File: src/rtl/div_seq_pkg.sv
// Shared definitions for the sequential divider: FSM state encoding,
// handshake level names and the EX-stage aluop codes that select it.
package div_seq_pkg;

  // Divider FSM states
  typedef enum logic [1:0] {
    DivFree   = 2'b00,
    DivByZero = 2'b01,
    DivOn     = 2'b10,
    DivEnd    = 2'b11
  } div_state_e;

  // Result handshake levels
  localparam logic DivResultReady    = 1'b1;
  localparam logic DivResultNotReady = 1'b0;

  // Request levels driven by EX on start_i
  localparam logic DivStart = 1'b1;
  localparam logic DivStop  = 1'b0;

  // aluop codes that route an instruction to this block
  localparam logic [7:0] EXE_DIV_OP  = 8'b0001_1010;
  localparam logic [7:0] EXE_DIVU_OP = 8'b0001_1011;

endpackage

File: src/rtl/div_seq_iter.sv
// One restoring-division step: shift {remainder, dividend} left by one,
// trial-subtract the divisor from the widened remainder and shift the
// resulting quotient bit into the vacated low end of the dividend half.
module div_seq_iter #(
  parameter int WIDTH = 32
) (
  input  logic [2*WIDTH-1:0] acc_i,
  input  logic [WIDTH-1:0]   divisor_i,
  output logic [2*WIDTH-1:0] acc_o
);

  logic [WIDTH:0] shifted;
  logic [WIDTH:0] diff;

  // Remainder is kept below the divisor, so the shifted value fits in
  // WIDTH+1 bits and bit WIDTH of the difference is a clean borrow flag.
  always_comb begin
    shifted = acc_i[2*WIDTH-1:WIDTH-1];
    diff    = shifted - {1'b0, divisor_i};
    if (!diff[WIDTH]) begin
      acc_o = {diff[WIDTH-1:0], acc_i[WIDTH-2:0], 1'b1};
    end else begin
      acc_o = {shifted[WIDTH-1:0], acc_i[WIDTH-2:0], 1'b0};
    end
  end

endmodule

File: src/rtl/div_seq.sv
// Multi-cycle radix-2 restoring divider serving DIV/DIVU beside EX.
// Operands are captured as magnitudes, WIDTH iterations run one per
// cycle, and signs are restored when the result is registered.
module div_seq
  import div_seq_pkg::*;
#(
  parameter int WIDTH = 32,
  parameter int CNT_W = 6
) (
  input  logic               clk,
  input  logic               rst,
  input  logic               signed_div_i,
  input  logic [WIDTH-1:0]   opdata1_i,
  input  logic [WIDTH-1:0]   opdata2_i,
  input  logic               start_i,
  input  logic               annul_i,
  output logic [2*WIDTH-1:0] result_o,
  output logic               ready_o,
  output logic               stallreq_o
);

  localparam logic [CNT_W-1:0] LAST_ITER = CNT_W'(WIDTH - 1);

  div_state_e         state_reg;
  logic [CNT_W-1:0]   cnt_reg;
  logic [2*WIDTH-1:0] acc_reg;      // {partial remainder, dividend/quotient}
  logic [WIDTH-1:0]   divisor_reg;
  logic               neg_q_reg;
  logic               neg_r_reg;
  logic [2*WIDTH-1:0] result_reg;
  logic               ready_reg;

  logic [2*WIDTH-1:0] acc_next;
  logic [WIDTH-1:0]   op1_abs;
  logic [WIDTH-1:0]   op2_abs;
  logic [WIDTH-1:0]   q_fix;
  logic [WIDTH-1:0]   r_fix;

  div_seq_iter #(.WIDTH(WIDTH)) u_iter (
    .acc_i     (acc_reg),
    .divisor_i (divisor_reg),
    .acc_o     (acc_next)
  );

  // Operand magnitudes at capture and sign restoration of the final step;
  // the most negative value maps onto itself, which is the wanted result.
  always_comb begin
    op1_abs = (signed_div_i && opdata1_i[WIDTH-1]) ? (~opdata1_i + WIDTH'(1)) : opdata1_i;
    op2_abs = (signed_div_i && opdata2_i[WIDTH-1]) ? (~opdata2_i + WIDTH'(1)) : opdata2_i;
    q_fix   = neg_q_reg ? (~acc_next[WIDTH-1:0] + WIDTH'(1)) : acc_next[WIDTH-1:0];
    r_fix   = neg_r_reg ? (~acc_next[2*WIDTH-1:WIDTH] + WIDTH'(1)) : acc_next[2*WIDTH-1:WIDTH];
  end

  // Sequencer: accept, iterate, present the result until EX releases start_i.
  always_ff @(posedge clk) begin
    if (rst) begin
      state_reg   <= DivFree;
      cnt_reg     <= '0;
      acc_reg     <= '0;
      divisor_reg <= '0;
      neg_q_reg   <= 1'b0;
      neg_r_reg   <= 1'b0;
      result_reg  <= '0;
      ready_reg   <= DivResultNotReady;
    end else begin
      case (state_reg)
        DivFree: begin
          result_reg <= '0;
          ready_reg  <= DivResultNotReady;
          if (start_i == DivStart && !annul_i) begin
            if (opdata2_i == '0) begin
              state_reg <= DivByZero;
            end else begin
              state_reg   <= DivOn;
              cnt_reg     <= '0;
              acc_reg     <= {{WIDTH{1'b0}}, op1_abs};
              divisor_reg <= op2_abs;
              neg_q_reg   <= signed_div_i & (opdata1_i[WIDTH-1] ^ opdata2_i[WIDTH-1]);
              neg_r_reg   <= signed_div_i & opdata1_i[WIDTH-1];
            end
          end
        end
        DivByZero: begin
          if (annul_i) begin
            state_reg <= DivFree;
            ready_reg <= DivResultNotReady;
          end else begin
            state_reg  <= DivEnd;
            result_reg <= '0;
            ready_reg  <= DivResultReady;
          end
        end
        DivOn: begin
          if (annul_i) begin
            state_reg <= DivFree;
            ready_reg <= DivResultNotReady;
          end else begin
            acc_reg <= acc_next;
            cnt_reg <= cnt_reg + CNT_W'(1);
            if (cnt_reg == LAST_ITER) begin
              state_reg  <= DivEnd;
              result_reg <= {r_fix, q_fix};
              ready_reg  <= DivResultReady;
            end
          end
        end
        DivEnd: begin
          if (annul_i || start_i == DivStop) begin
            state_reg  <= DivFree;
            result_reg <= '0;
            ready_reg  <= DivResultNotReady;
          end
        end
        default: state_reg <= DivFree;
      endcase
    end
  end

  assign result_o   = result_reg;
  assign ready_o    = ready_reg;
  assign stallreq_o = start_i & ~ready_reg;

endmodule

File: config.mk
export PLATFORM = sky130hd
export DESIGN_NAME = div_seq
export DESIGN_NICKNAME = d
export VERILOG_FILES = /design/src/rtl/div_seq_pkg.sv /design/src/rtl/div_seq_iter.sv /design/src/rtl/div_seq.sv
export SDC_FILE = /design/constraint.sdc
export NUM_CORES = 1
export LEC_CHECK = 0
export ABC_AREA = 1
export CAP_MARGIN = 20
export CORE_ASPECT_RATIO = 1.25
export CORE_MARGIN = 5
export CORE_UTILIZATION = 30
export CTS_CLUSTER_SIZE = 12
export DETAILED_ROUTE_END_ITERATION = 6
export HOLD_SLACK_MARGIN = 0.12
export PLACE_DENSITY_LB_ADDON = 0.12
export SYNTH_ARGS = -nofsm -noshare
export SYNTH_HDL_FRONTEND = slang
export SYNTH_HIERARCHICAL = 1
export SYNTH_SLANG_ARGS = --single-unit
File: constraint.sdc
create_clock -name clk -period 3.5 [get_ports clk]
set_input_delay 0.7 -clock clk [delete_from_list [all_inputs] [get_ports clk]]
set_output_delay 0.7 -clock clk [all_outputs]
set_load 0.02 [all_outputs]
### Word-level counts from Yosys, hierarchy flattened

Cells that the tools add are included.

| word-level totals | value |
|---|---|
| register bits after elaboration | 171 |
| bits of input ports | 69 |
| output and inout bits | 66 |
| word-level logic and storage cells | 79 |

| operators by class | value |
|---|---|
| add/sub/neg operators | 6 |
| eq/ne operators | 11 |
| multiplexer cells | 30 |
| bitwise operators | 11 |
| reduce and logical (&&, ||, !) cells | 13 |

Operators by type and width:

| operator | number |
|---|---|
| $mux W64 | 8 |
| $pmux W64 S4 | 1 |
| $add A32 B1 Y32 const B | 4 |
| $mux W32 | 4 |
| $not A32 Y32 | 4 |
| $pmux W64 S2 | 1 |
| $sub A33 B32 Y33 | 1 |
| $logic_not A32 Y1 | 1 |
| $mux W6 | 3 |
| $mux W2 | 6 |
| $ne A2 B2 Y1 const B | 6 |
| $pmux W6 S2 | 1 |
| $pmux W2 S4 | 1 |
| $reduce_and A4 Y1 | 2 |
| $add A6 B1 Y6 const B | 1 |
| $eq A6 B5 Y1 const B | 1 |
| $reduce_and A3 Y1 | 2 |
| $eq A2 B2 Y1 const B | 2 |
| $mux W1 | 4 |
| $pmux W1 S4 | 1 |
| $and A1 B1 Y1 | 3 |
| $logic_and A1 B1 Y1 | 3 |
| $ne A3 B3 Y1 const B | 1 |
| $not A1 Y1 | 3 |
| other kinds (7) | 7 |

### Longest topological paths before layout

Gate-level depths: netlist of run 1.

| depth | value |
|---|---|
| depth in word-level cells | 8 |
| mapped depth | 27 |
| mapped depth without buffers | 26 |

### Cells and area by module

Netlist of run 1, hierarchy kept.

Modules (own cells, without submodules):

| module | instances | cells an instance | area each (um2) |
|---|---|---|---|
| div_seq | 1 | 1579 | 9972.1 |
| div_seq_iter | 1 | 711 | 3383.2 |

### Worst setup path after synthesis of run 1

No wires, ideal clock.

| timing | value |
|---|---|
| kind | flip-flop to flip-flop |
| start | register acc_reg[31] |
| end | register result_reg[60], in the netlist result_o[60] |
| library setup time | 71 ps |
| data arrival time | 3123 ps |
| setup slack | 307 ps |
| stages on the path, launching flop included | 27 |
| period minus slack after synthesis | 3193 ps |
| cell sequence | dfxtp_1 > inv_1 > ha_1 > fa_1 > inv_1 > nand2_1 > nand2_1 > nand3_1 > nand2_2 > nand2_1 > nand2_2 > nand2_2 > nand3_1 > nand2_4 > buf_4 > nand2_1 > nand2_1 > inv_1 > ha_1 > nand3_1 > nand2_1 > nand3_1 > nor2_1 > nand3_1 > nand2_1 > nand3_1 > a21oi_1 |

| on the way | value |
|---|---|
| longest elaborated chain between the ends | 8 |

Ends and longest elaborated chain:

| what | RTL line | text |
|---|---|---|
| from (decl) | div_seq.sv:26 | `logic [2*WIDTH-1:0] acc_reg;` |
| from (signal assigned) | div_seq.sv:76 | `acc_reg <= {{WIDTH{1'b0}}, op1_abs};` |
| from (signal assigned) | div_seq.sv:98 | `acc_reg <= acc_next;` |
| $sub A33 B32 Y33 | div_seq_iter.sv:19 | `diff = shifted - {1'b0, divisor_i};` |
| $mux W64 | div_seq_iter.sv:20 | `if (!diff[WIDTH]) begin` |
| via acc_next[33] | div_seq.sv:33 | `logic [2*WIDTH-1:0] acc_next;` |
| $not A32 Y32 | div_seq.sv:51 | `r_fix = neg_r_reg ? (~acc_next[2*WIDTH-1:WIDTH] + WIDTH'(1)) : acc_next[2*WIDTH-1:WIDTH];` |
| $add A32 B1 Y32 | div_seq.sv:51 |  |
| $mux W32 | div_seq.sv:51 |  |
| $mux W64 | div_seq.sv:100 | `if (cnt_reg == LAST_ITER) begin` |
| $mux W64 | div_seq.sv:94 | `if (annul_i) begin` |
| $pmux W64 S4 | div_seq.sv:66 | `case (state_reg)` |
| to (signal assigned) | div_seq.sv:102 | `result_reg <= {r_fix, q_fix};` |
| to (decl) | div_seq.sv:30 | `logic [2*WIDTH-1:0] result_reg;` |

The timed path passes the listed nets, and every way through them passes these cells. The select of a mux whose other input is x is not followed.
A chain may end at the register's enable or synchronous reset.

### Worst setup path after layout of run 1

| timing | value |
|---|---|
| start | register divisor_reg[29] |
| end | register result_reg[58], in the netlist result_o[58] |

| on the way | value |
|---|---|
| longest elaborated chain between the ends | 8 |

Ends and longest elaborated chain:

| what | RTL line | text |
|---|---|---|
| from (decl) | div_seq.sv:27 | `logic [WIDTH-1:0] divisor_reg;` |
| from (signal assigned) | div_seq.sv:77 | `divisor_reg <= op2_abs;` |
| $sub A33 B32 Y33 | div_seq_iter.sv:19 |  |
| $mux W64 | div_seq_iter.sv:20 |  |
| via acc_next[32] | div_seq.sv:33 |  |
| $not A32 Y32 | div_seq.sv:51 |  |
| $add A32 B1 Y32 | div_seq.sv:51 |  |
| $mux W32 | div_seq.sv:51 |  |
| $mux W64 | div_seq.sv:100 |  |
| $mux W64 | div_seq.sv:94 |  |
| $pmux W64 S4 | div_seq.sv:66 |  |

The timed path passes the listed nets, and every way through them passes these cells. The select of a mux whose other input is x is not followed.

==> qor.yml, run 1 <==
logic_synthesis:
  ys_types: 44
  avgSynthCellArea_sq_um: 5.83
  async_flop_share_pct: 0
  ys.flop_type: "dfxtp_1"
  yosysWarnings: 6
  syn_area_sq_um: 13400
  synth_edf_count: 0
  synthCells: 2290
  synth_fp_nets: 2401
  seq_area_frac_synth_pct: 25.6
  synth_seq_cells: 171
hold_path:
  hp-class: "flop to flop"
timing:
  worst_pin_slew_ps: 952
  slew_headroom_pct: 36.5
  final_hold_viol_count: 0
  skew_ps: 17.0
  period_needed_ps: 3280
  drv_slew: 0
  finalSetupViolCount: 0
  fmax_ghz: 0.305
  period_share_pct: 93.6
power:
  power_uw: 15600
  p_per_area_nw_per_um2: 961
  leakage_uw: 0.00732
  irDropWorstVdd_v: 0.000495
grt:
  grt_max_degree: 85
  grt_usage_pct: 20.2
  grt_pass1_wl_mm: 77.3
  antenna_found_initial: 0
  grt_pass1_vias: 14100
  globalRouteOverflowTotal: 0
route:
  drt_iter0_drc: 809
  via_per_inst: 4.85
  drt_pass1_iterations: 5
  drc: 0
  drt-total-wl_mm: 50.3
  route.vias.total: 14500
  wl_per_cell_um: 16.9
  antenna_left: 0
floorplanning:
  ios: 135
  die_y_um: 246
  start_util_pct: 30.3
  fp-row-count: 86
  floorplan.die_area_sq_um: 48900
  die_w_um: 199
  core_area_sq_um: 44100
critical_path:
  arrival_ps: 3590
  path_class: "flop to flop"
  critPathLaunchType: "flop"
  critical-path-max-stage-delay_ps: 360
  cp_top_family: "simple AND/OR/NAND/NOR gates"
  cp-end-kind: "flop"
  slowest_stage: "ha_1"
  crit_required_ps: 3820
  path_buf_inv: 3
  crit_fanout: 5
  crit_chain: "inv_1, ha_1, nand2_1, nor2_2, nand2_1, inv_1, a21oi_4, nand2_2, nand2_2, nand2_2, nand2_1, nand2_1, inv_1, ha_4, nand3_2, nand2_2, nand4_1, nor2_4, nand3_1, nand3_1, a21oi_1"
finish:
  mostFrequentLayoutCells: "nand2_1, nor2_1, inv_1"
  final_nets: 2506
  drive_gt1_share_pct: 8.89
  layout.cells.non_filler: 2979
  n_fill_cell: 4960
  area_growth_pct: 21.3
  antennaDiodeCount: 0
  final_common_cell: "nand2_1"
clock_network:
  cts_sinks: 171
  cts.clk_slew.worst_paths_ps: 80
  cts_tree: "done"
  htree_levels: 4
  insertion_delay_ps: 470
  root_buffer: "clkbuf_16"
  clk_path_buf_depth: 2
  cts_made_buffers: 17
placed_design:
  place_congestion: 0.933
  io_buffers: 134
  dp_cells: 2940
  dp_hpwl_mm: 40.3
flow_run:
  drv_cap: 0
outcome:
  status: "complete, no violations"
[synthesized netlist by cell type, types with 2 or more instances]
| library cell | instances | area share, % |
|---|---|---|
| nand2_1 | 728 | 20 |
| nor2_1 | 301 | 8.5 |
| inv_1 | 263 | 7.4 |
| nand3_1 | 177 | 6.6 |
| dfxtp_1 | 171 | 26 |
| a21oi_1 | 163 | 6.1 |
| o21ai_0 | 89 | 3.3 |
| xor2_1 | 47 | 3.1 |
| ha_1 | 41 | 3.8 |
| buf_4 | 38 | 2.1 |
| clkbuf_1 | 37 | 1.0 |
| o21ai_1 | 37 | 1.4 |
| nand4_1 | 30 | 1.4 |
| buf_2 | 25 | 0.94 |
| xnor2_1 | 18 | 1.2 |
| nor3_1 | 17 | 0.64 |
| nand3b_1 | 11 | 0.62 |
| nor3_2 | 11 | 0.82 |
| nand2_2 | 10 | 0.47 |
| buf_6 | 8 | 0.67 |
| a21oi_2 | 7 | 0.46 |
| and2_1 | 7 | 0.33 |
| inv_2 | 7 | 0.20 |
| o21bai_1 | 7 | 0.39 |
| o211ai_1 | 6 | 0.34 |
| nor2_2 | 4 | 0.19 |
| or2_2 | 4 | 0.19 |
| a211oi_1 | 3 | 0.17 |
| a22oi_1 | 3 | 0.17 |
| nand2_4 | 3 | 0.25 |
| a31oi_1 | 2 | 0.094 |
| buf_1 | 2 | 0.056 |
| nor2_4 | 2 | 0.17 |
[cell families (layout without fill, tap and decap cells)]
kind of cell	after synthesis	count (layout)	share of synthesized area, %
muxes	1	1	0.0750
xor gates and xnor gates	65	65	4.26
buffers and inverters	380	495	12.4
and+or+nand+nor	1309	1311	40.9
DFF	171	171	25.6
AOI/OAI and AO/OA	322	322	12.8
adders and majority gates	42	42	3.99
[stage by stage]
stage                     worst slack [ps]  setup TNS, ps  utilization [%]  instance area (sq um)  hold slack [ps]
after global placement                21.5              0             34.5                  15200              458
after floorplan                        307              0                -                  13400              445
final                                  225              0             36.7                  16200              466
after global routing                 -27.9          -43.4             36.7                  16200              484
after CTS                             2.30              0             35.9                  15800              469
after detailed placement             -38.5          -38.5             34.5                  15200              457
[final timing paths]
| check | start | to | slack, ps | cells after the start |
|---|---|---|---|---|
| max | divisor_reg[29]$_SDFFE_PP0P_ | result_o[58]$_SDFFE_PP0P_ | 220 | 21 |
| min | result_o[17]$_SDFFE_PP0P_ | result_o[17]$_SDFFE_PP0P_ | 470 | 2 |
| max reg2reg | divisor_reg[29]$_SDFFE_PP0P_ | result_o[58]$_SDFFE_PP0P_ | 220 | 21 |
| min reg2reg | result_o[17]$_SDFFE_PP0P_ | result_o[17]$_SDFFE_PP0P_ | 470 | 2 |
[timing repair]
action	CTS	global route
gates cloned	0	2
resized for setup	1	84
endpoints found under the setup margin	1	43
pin swaps	0	14
hold buffers	0	0
buffers inserted	0	6
[tightest hold or removal path, delay by kind of cell (launching register included)]
kind / cells / cell delay (ps)
compound gates: 1 / 50
simple gates: 1 / 60
flops: 1 / 310
[layer usage]
metal  GRT usage (%)  routed length (um)  vias up
li1                -                   -     7440
met1            22.1               19600     6686
met2            39.5               27700      268
met3            2.38                1380       65
met4            7.08                1620        0
met5               0                   0        -
[report_power, final]
| part | switching (uW) | internal, uW | leakage, uW | total [uW] |
|---|---|---|---|---|
| Clock | 890 | 1100 | 0.000290 | 1990 |
| Combinational | 7250 | 3630 | 0.00564 | 10900 |
| Sequential | 394 | 2290 | 0.00140 | 2690 |
| Total | 8540 | 7030 | 0.00732 | 15600 |
[layout make-up]
| class | instances | area [sq um] | share of cell area [%] |
|---|---|---|---|
| clock buffers | 20 | 457 | 2.82 |
| clock inverters | 11 | 135 | 0.834 |
| inverters | 270 | 1010 | 6.26 |
| multi-input cells | 1741 | 8580 | 53.0 |
| flip-flops and latches | 171 | 3430 | 21.2 |
| well taps | 572 | 716 | 4.42 |
| repair buffers | 194 | 1870 | 11.6 |
(Power assumes the default switching activity.)
==> run 2, diff against run 1 <==
ABC_AREA = unset   (was 1)
==> run 2 against run 1 <==
The flow now finishes with violations (setup timing). Routed wire length down 21%. Combinational power fell by 38%. Sequential cell count unchanged. Critical path depth shrank 1. Via count is 20% lower. Largest cell class unchanged. Highest routed layer unchanged.
==> qor.yml, run 2 <==
outcome:
  status: "complete, but fails checks"  # was complete, no violations
  violations: "setup timing"
logic_synthesis:
  synth_seq_cells: 171  # unchanged
  yosysWarnings: 6  # unchanged
  post-synth-top-count-cell: "nand2_1"  # unchanged
  synth_edf_count: 0  # unchanged
  synth_common_cells: "nand2_1, dfxtp_1, a21oi_1, o21ai_0, nand3_1"  # was nand2_1, nor2_1, inv_1, nand3_1, dfxtp_1
  netlist_top_cells_area: "dfxtp_1, nand2_1, xnor2_1"  # was dfxtp_1, nand2_1, nor2_1
  synth_top_cell_by_area: "dfxtp_1"  # unchanged
  ys_types: 86  # was 44
  synth_top_area_share_pct: 29.4  # was 25.6%
  ys.flop_type: "dfxtp_1"  # unchanged
  seq_area_frac_synth_pct: 29.4  # was 25.6%
  avgSynthCellArea_sq_um: 7.86  # was 5.83 sq um
  synthCells: 1483  # was 2290
  async_flop_share_pct: 0  # unchanged
  synth_fp_nets: 1594  # was 2401
  syn_area_sq_um: 11700  # was 13400 sq um
grt:
  grt_usage_pct: 18.2  # was 20.2%
  grt_pass1_vias: 11300  # was 14100
  grt_pass1_wl_mm: 61.8  # was 77.3 mm
  antenna_found_initial: 0  # unchanged
  globalRouteOverflowTotal: 0  # unchanged
  grt_max_degree: 69  # was 85
critical_path:
  cp_top_family: "simple AND/OR/NAND/NOR gates"  # unchanged
  critPathLaunchType: "flop"  # unchanged
  crit_required_ps: 3850  # was 3820 ps
  path_class: "flop to flop"  # unchanged
  crit_fanout: 6  # was 5
  critical-path-max-stage-delay_ps: 550  # was 360 ps
  crit_chain: "inv_2, ha_4, fa_2, and2b_1, o2111ai_2, a21oi_2, o2111ai_2, a211oi_2, buf_4, nor2_4, mux2i_4, and2_4, inv_8, buf_6, mux2_4, or4_4, or4_4, nor2_4, o221ai_1, a22o_1"  # was inv_1, ha_1, nand2_1, nor2_2, nand2_1, inv_1, a21oi_4, nand2_2, nand2_2, nand2_2, nand2_1, nand2_1, inv_1, ha_4, nand3_2, nand2_2, nand4_1, nor2_4, nand3_1, nand3_1, a21oi_1
  rr_startpoint: "acc_reg[31]$_SDFFE_PP0P_"  # was divisor_reg[29]$_SDFFE_PP0P_
  slowest_stage: "or4_4"  # was ha_1
  critPathLaunch: "acc_reg[31]$_SDFFE_PP0P_"  # was divisor_reg[29]$_SDFFE_PP0P_
  arrival_ps: 4860  # was 3590 ps
  path_buf_inv: 4  # was 3
  cp-end-kind: "flop"  # unchanged
clock_network:
  cts_hold_buf: 0  # unchanged
  cts_sinks: 171  # unchanged
  htree_levels: 4  # unchanged
  cts_made_buffers: 17  # unchanged
  cts_tree: "done"  # unchanged
  insertion_delay_ps: 460  # was 470 ps
  root_buffer: "clkbuf_16"  # unchanged
  clk_path_buf_depth: 2  # unchanged
  cts.clk_slew.worst_paths_ps: 70  # was 80 ps
floorplanning:
  die_y_um: 230  # was 246 um
  ios: 135  # unchanged
  core_area_sq_um: 38300  # was 44100 sq um
  die_w_um: 186  # was 199 um
  start_util_pct: 30.4  # was 30.3%
  fp-row-count: 80  # was 86
  floorplan.die_area_sq_um: 42900  # was 48900 sq um
power:
  p_sw_uw: 4900  # was 8540 uW
  irDropWorstVdd_v: 0.000393  # was 0.000495 V
  leakage_uw: 0.00620  # was 0.00732 uW
  internal_power_uw: 6010  # was 7030 uW
  p_per_area_nw_per_um2: 655  # was 961 nW/um^2
  power_uw: 10900  # was 15600 uW
  swShare_pct: 44.9  # was 54.9%
  clkPwrFrac_pct: 16.6  # was 12.8%
  p_seq_share_pct: 21.8  # was 17.3%
  p_comb_share_pct: 61.6  # was 70.0%
route:
  wl_per_cell_um: 17.6  # was 16.9 um
  via_per_inst: 5.10  # was 4.85
  drt-total-wl_mm: 39.9  # was 50.3 mm
  drt_iter0_drc: 457  # was 809
  route.vias.total: 11600  # was 14500
  antenna_left: 0  # unchanged
  drt_pass1_iterations: 5  # unchanged
  drc: 0  # unchanged
finish:
  area_growth_pct: 43.0  # was 21.3%
  final_area_sq_um: 16700  # was 16200 sq um
  final_nets: 1880  # was 2506
  drive_gt1_share_pct: 26.3  # was 8.89%
  utilization_pct: 43.5  # was 36.7%
  n_fill_cell: 3923  # was 4960
  final-seq-area_sq_um: 3420  # was 3430 sq um
  final_common_cell: "buf_4"  # was nand2_1
  mostFrequentLayoutCells: "buf_4, nand2_1, dfxtp_1"  # was nand2_1, nor2_1, inv_1
  antennaDiodeCount: 0  # unchanged
  multi_input_area_sq_um: 8400  # was 8580 sq um
placed_design:
  place_congestion: 0.880  # was 0.933
  dp_hpwl_mm: 30.1  # was 40.3 mm
  io_buffers: 134  # unchanged
  placed_area_sq_um: 14900  # was 15200 sq um
timing:
  drv_slew: 0  # unchanged
  rsz0062_at_grt: "true"
  period_needed_ps: 4510  # was 3280 ps
  skew_ps: 15.4  # was 17.0 ps
  finalSetupViolCount: 69  # was 0
  fmax_ghz: 0.222  # was 0.305 GHz
  fin_ws_ps: -1010  # was 225 ps
  final_hold_viol_count: 0  # unchanged
  slew_headroom_pct: 39.9  # was 36.5%
  worst_pin_slew_ps: 895  # was 952 ps
  period_share_pct: 129  # was 93.6%
hold_path:
  min_from: "result_o[45]$_SDFFE_PP0P_"  # was result_o[17]$_SDFFE_PP0P_
  hp-class: "flop to flop"  # unchanged
flow_run:
  drv_cap: 0  # unchanged
## run 2: cell type report
cell class,count,share of cell area [%]
Tap cell,492,3.69
Timing Repair Buffer,381,20.7
Timing Repair inverter,1,0.0375
Clock buffer,21,2.70
Inverter,58,1.37
Multi-Input combinational cell,1139,50.4
Sequential cell,171,20.6
Clock inverter,11,0.526
## run 2: cells by family after synthesis
| group | count (synthesis) | share of synthesized area (%) |
|---|---|---|
| xor+xnor | 144 | 10.8 |
| mux | 31 | 3.63 |
| buf+inv | 173 | 8.02 |
| compound gates | 420 | 22.8 |
| fa+ha+maj | 42 | 4.57 |
| flops | 171 | 29.4 |
| simple gates | 502 | 20.8 |
## run 2: worst paths after layout
| kind | slack [ps] | to | depth (start not counted) |
|---|---|---|---|
| setup reg to reg | -1010 | result_o[63]$_SDFFE_PP0P_ | 20 |
| hold reg to reg | 450 | result_o[45]$_SDFFE_PP0P_ | 2 |
| hold / removal | 450 | result_o[45]$_SDFFE_PP0P_ | 2 |
| setup / recovery | -1010 | result_o[63]$_SDFFE_PP0P_ | 20 |
## run 2: power by group through the flow
stage	sequential, uW	combinational (uW)	clock (uW)
floorplan	2310	3430	0
global placement	2410	5280	0
detailed placement	2410	5300	0
CTS	2380	6140	1870
global route	2410	7220	1960
finish	2380	6720	1810
## run 2: worst reg2reg max path: stages (launching register included)
cell       delay [ps]
dfxtp_2           340
inv_2              40
ha_4              150
fa_2              330
and2b_1           240
o2111ai_2         130
a21oi_2           210
o2111ai_2         140
a211oi_2          200
buf_4             160
nor2_4             40
mux2i_4           190
and2_4            200
inv_8              80
buf_6             150
mux2_4            310
or4_4             530
or4_4             550
nor2_4            100
o221ai_1          110
a22o_1            190
## run 2: through the flow
step | setup TNS (ps) | cells | hold slack, ps | worst slack, ps
2_1_floorplan | -21790 | 1483 | 432 | -1110
3_3_place_gp | -28160 | 2217 | 438 | -1060
3_5_place_dp | -29980 | 2217 | 441 | -1130
4_1_cts | -29970 | 2266 | 450 | -999
5_1_grt | -42300 | 2274 | 461 | -1180
6_report | -27860 | 2274 | 446 | -1010
## run 2: what timing repair did
action                                  4_1_cts  5_1_grt
gates cloned                                  1        0
gates resized for setup                     126       88
buffers inserted                             16        8
endpoints found under the setup margin       65       86
pin swaps                                    65       69
## run 2: metal layers
layer	GRT usage, %	part of all wire [%]
met1	21.2	41
met2	33.4	54
met3	2.30	2.4
met4	6.81	2.9
met5	0	0
==> run 3, diff against run 2 <==
clock period = 4.2 ns   (was 3.5 ns; I/O delays follow)
==> run 3 against run 2 <==
Final cell count down 2.9%. Largest cell class unchanged. Clock skew down 2.4 ps. Critical path type unchanged. The flow still finishes with violations (setup timing). First-iteration DRC count up 28%. Core utilization down 3.0 points.
==> qor.yml, run 3 (synthesis results as in run 2) <==
power:
  p_comb_share_pct: 59.0  # was 61.6%
  p_per_area_nw_per_um2: 549  # was 655 nW/um^2
  p_seq_share_pct: 23.1  # was 21.8%
  internal_power_uw: 4730  # was 6010 uW
  irDropWorstVdd_v: 0.000386  # was 0.000393 V
  swShare_pct: 44.4  # was 44.9%
  leakage_uw: 0.00576  # was 0.00620 uW
  p_sw_uw: 3780  # was 4900 uW
  clkPwrFrac_pct: 17.9  # was 16.6%
  power_uw: 8520  # was 10900 uW
timing:
  worst_pin_slew_ps: 1000  # was 895 ps
  final_hold_viol_count: 0  # unchanged
  slew_headroom_pct: 32.7  # was 39.9%
  rsz0062_at_grt: "true"  # unchanged
  fmax_ghz: 0.220  # was 0.222 GHz
  period_share_pct: 108  # was 129%
  tns_ps: -5020  # was -27860 ps
  drv_slew: 0  # unchanged
  period_needed_ps: 4550  # was 4510 ps
  finalSetupViolCount: 23  # was 69
  skew_ps: 13.0  # was 15.4 ps
  fin_ws_ps: -345  # was -1010 ps
  hold_slack_ps: 448  # was 446 ps
floorplanning:
  die_y_um: 230  # unchanged
  ios: 135  # unchanged
  die_w_um: 186  # unchanged
  start_util_pct: 30.4  # unchanged
  fp-row-count: 80  # unchanged
  floorplan.die_area_sq_um: 42900  # unchanged
  core_area_sq_um: 38300  # unchanged
critical_path:
  critPathLaunchType: "flop"  # unchanged
  crit_fanout: 4  # was 6
  arrival_ps: 4860  # about the same
  path_class: "flop to flop"  # unchanged
  crit_required_ps: 4520  # was 3850 ps
  cp-end-kind: "flop"  # unchanged
finish:
  antennaDiodeCount: 0  # unchanged
  mostFrequentLayoutCells: "nand2_1, dfxtp_1, buf_4"  # was buf_4, nand2_1, dfxtp_1
  n_fill_cell: 3952  # was 3923
  layout.cells.non_filler: 2208  # was 2274
  final_common_cell: "nand2_1"  # was buf_4
  final_nets: 1814  # was 1880
  area_growth_pct: 33.1  # was 43.0%
  drive_gt1_share_pct: 19.5  # was 26.3%
  utilization_pct: 40.4  # was 43.5%
clock_network:
  cts.clk_slew.worst_paths_ps: 70  # about the same
  htree_levels: 4  # unchanged
  clk_path_buf_depth: 2  # unchanged
  root_buffer: "clkbuf_16"  # unchanged
  cts_sinks: 171  # unchanged
  cts_made_buffers: 17  # unchanged
  insertion_delay_ps: 450  # was 460 ps
  cts_hold_buf: 0  # unchanged
  cts_tree: "done"  # unchanged
route:
  drt_iter0_drc: 583  # was 457
  drt_pass1_iterations: 7  # was 5
  drt-total-wl_mm: 38.9  # was 39.9 mm
  antenna_left: 0  # unchanged
  via_per_inst: 5.07  # was 5.10
  wl_per_cell_um: 17.6  # about the same
  route.vias.total: 11200  # was 11600
  drc: 0  # unchanged
grt:
  antenna_found_initial: 0  # unchanged
  grt_pass1_vias: 11000  # was 11300
  grt_usage_pct: 17.8  # was 18.2%
  grt_pass1_wl_mm: 60.5  # was 61.8 mm
  globalRouteOverflowTotal: 0  # unchanged
  grt_max_degree: 66  # was 69
outcome:
  status: "complete, but fails checks"  # unchanged
  violations: "setup timing"  # unchanged
placed_design:
  io_buffers: 134  # unchanged
  dp_hpwl_mm: 29.0  # was 30.1 mm
  place_congestion: 0.884  # was 0.880
  dp_cells: 2150  # was 2217
hold_path:
  hp-class: "flop to flop"  # unchanged
flow_run:
  drv_cap: 0  # unchanged
==> run 3: cell count changes in the layout (fill, tap and decap cells not counted), sizes merged <==
cell,before,now
buf,248,182
inv,62,65
clkbuf,21,19
clkinvlp,4,3
==> run 3: final timing paths <==
| check | start | endpoint | slack, ps | cells past startpoint |
|---|---|---|---|---|
| worst max-delay path | acc_reg[31]$_SDFFE_PP0P_ | result_o[57]$_SDFFE_PP0P_ | -350 | 21 |
| worst min-delay path | result_o[55]$_SDFFE_PP0P_ | result_o[55]$_SDFFE_PP0P_ | 450 | 2 |
| worst max register to register | acc_reg[31]$_SDFFE_PP0P_ | result_o[57]$_SDFFE_PP0P_ | -350 | 21 |
| worst min register to register | result_o[55]$_SDFFE_PP0P_ | result_o[55]$_SDFFE_PP0P_ | 450 | 2 |
==> run 3: area by class of cell <==
cell class	count	area, sq um	share of cell area (%)
clock inverter	13	106	0.686
timing repair inverter	1	6.26	0.0403
tap	492	616	3.97
clock buffer	19	443	2.86
inverter	58	225	1.45
multi-input combinational	1139	7850	50.6
sequential	171	3420	22.1
timing repair buffer	315	2830	18.3
==> run 3: through the flow <==
step                cell area [sq um]  setup slack [ps]
finish                          15500              -345
global route                    15500              -552
CTS                             15100              -369
detailed placement              14200              -456
global placement                14200              -341
floorplan                       11700              -409
==> run 3: power groups by stage <==
| stage | Clock, uW | Combinational (uW) | Sequential (uW) |
|---|---|---|---|
| after floorplan | 0 | 2720 | 1920 |
| after global placement | 0 | 4070 | 2000 |
| after detailed placement | 0 | 4100 | 2000 |
| after CTS | 1580 | 4600 | 1960 |
| after global routing | 1640 | 5430 | 2000 |
| final | 1520 | 5030 | 1970 |
==> run 3: critical path, cell delays in order (launching register included) <==
cell	delay, ps
dfxtp_2	340
inv_2	40
ha_4	150
fa_2	330
and2b_1	230
o2111ai_2	150
a21oi_2	220
o2111ai_2	180
a211oi_2	280
nor2_4	70
mux2i_4	190
and2_4	200
inv_8	80
mux2_4	300
or4_4	570
nor3_4	190
buf_4	140
nand4_1	110
buf_6	170
o31ai_4	240
xor2_1	160
o21ai_1	70
==> run 3: timing repair <==
action,CTS,global route
gates cloned,1,0
setup buffers,16,10
endpoints found under the setup margin,27,52
gates resized for setup,49,62
hold endpoints to repair,0,0
pin swaps,25,38
==> run 3: per-layer routing <==
layer | global-route usage (%) | share of wire, %
met1 | 22.0 | 43
met2 | 31.6 | 51
met3 | 2.47 | 3.0
met4 | 5.69 | 2.3
met5 | 0 | 0
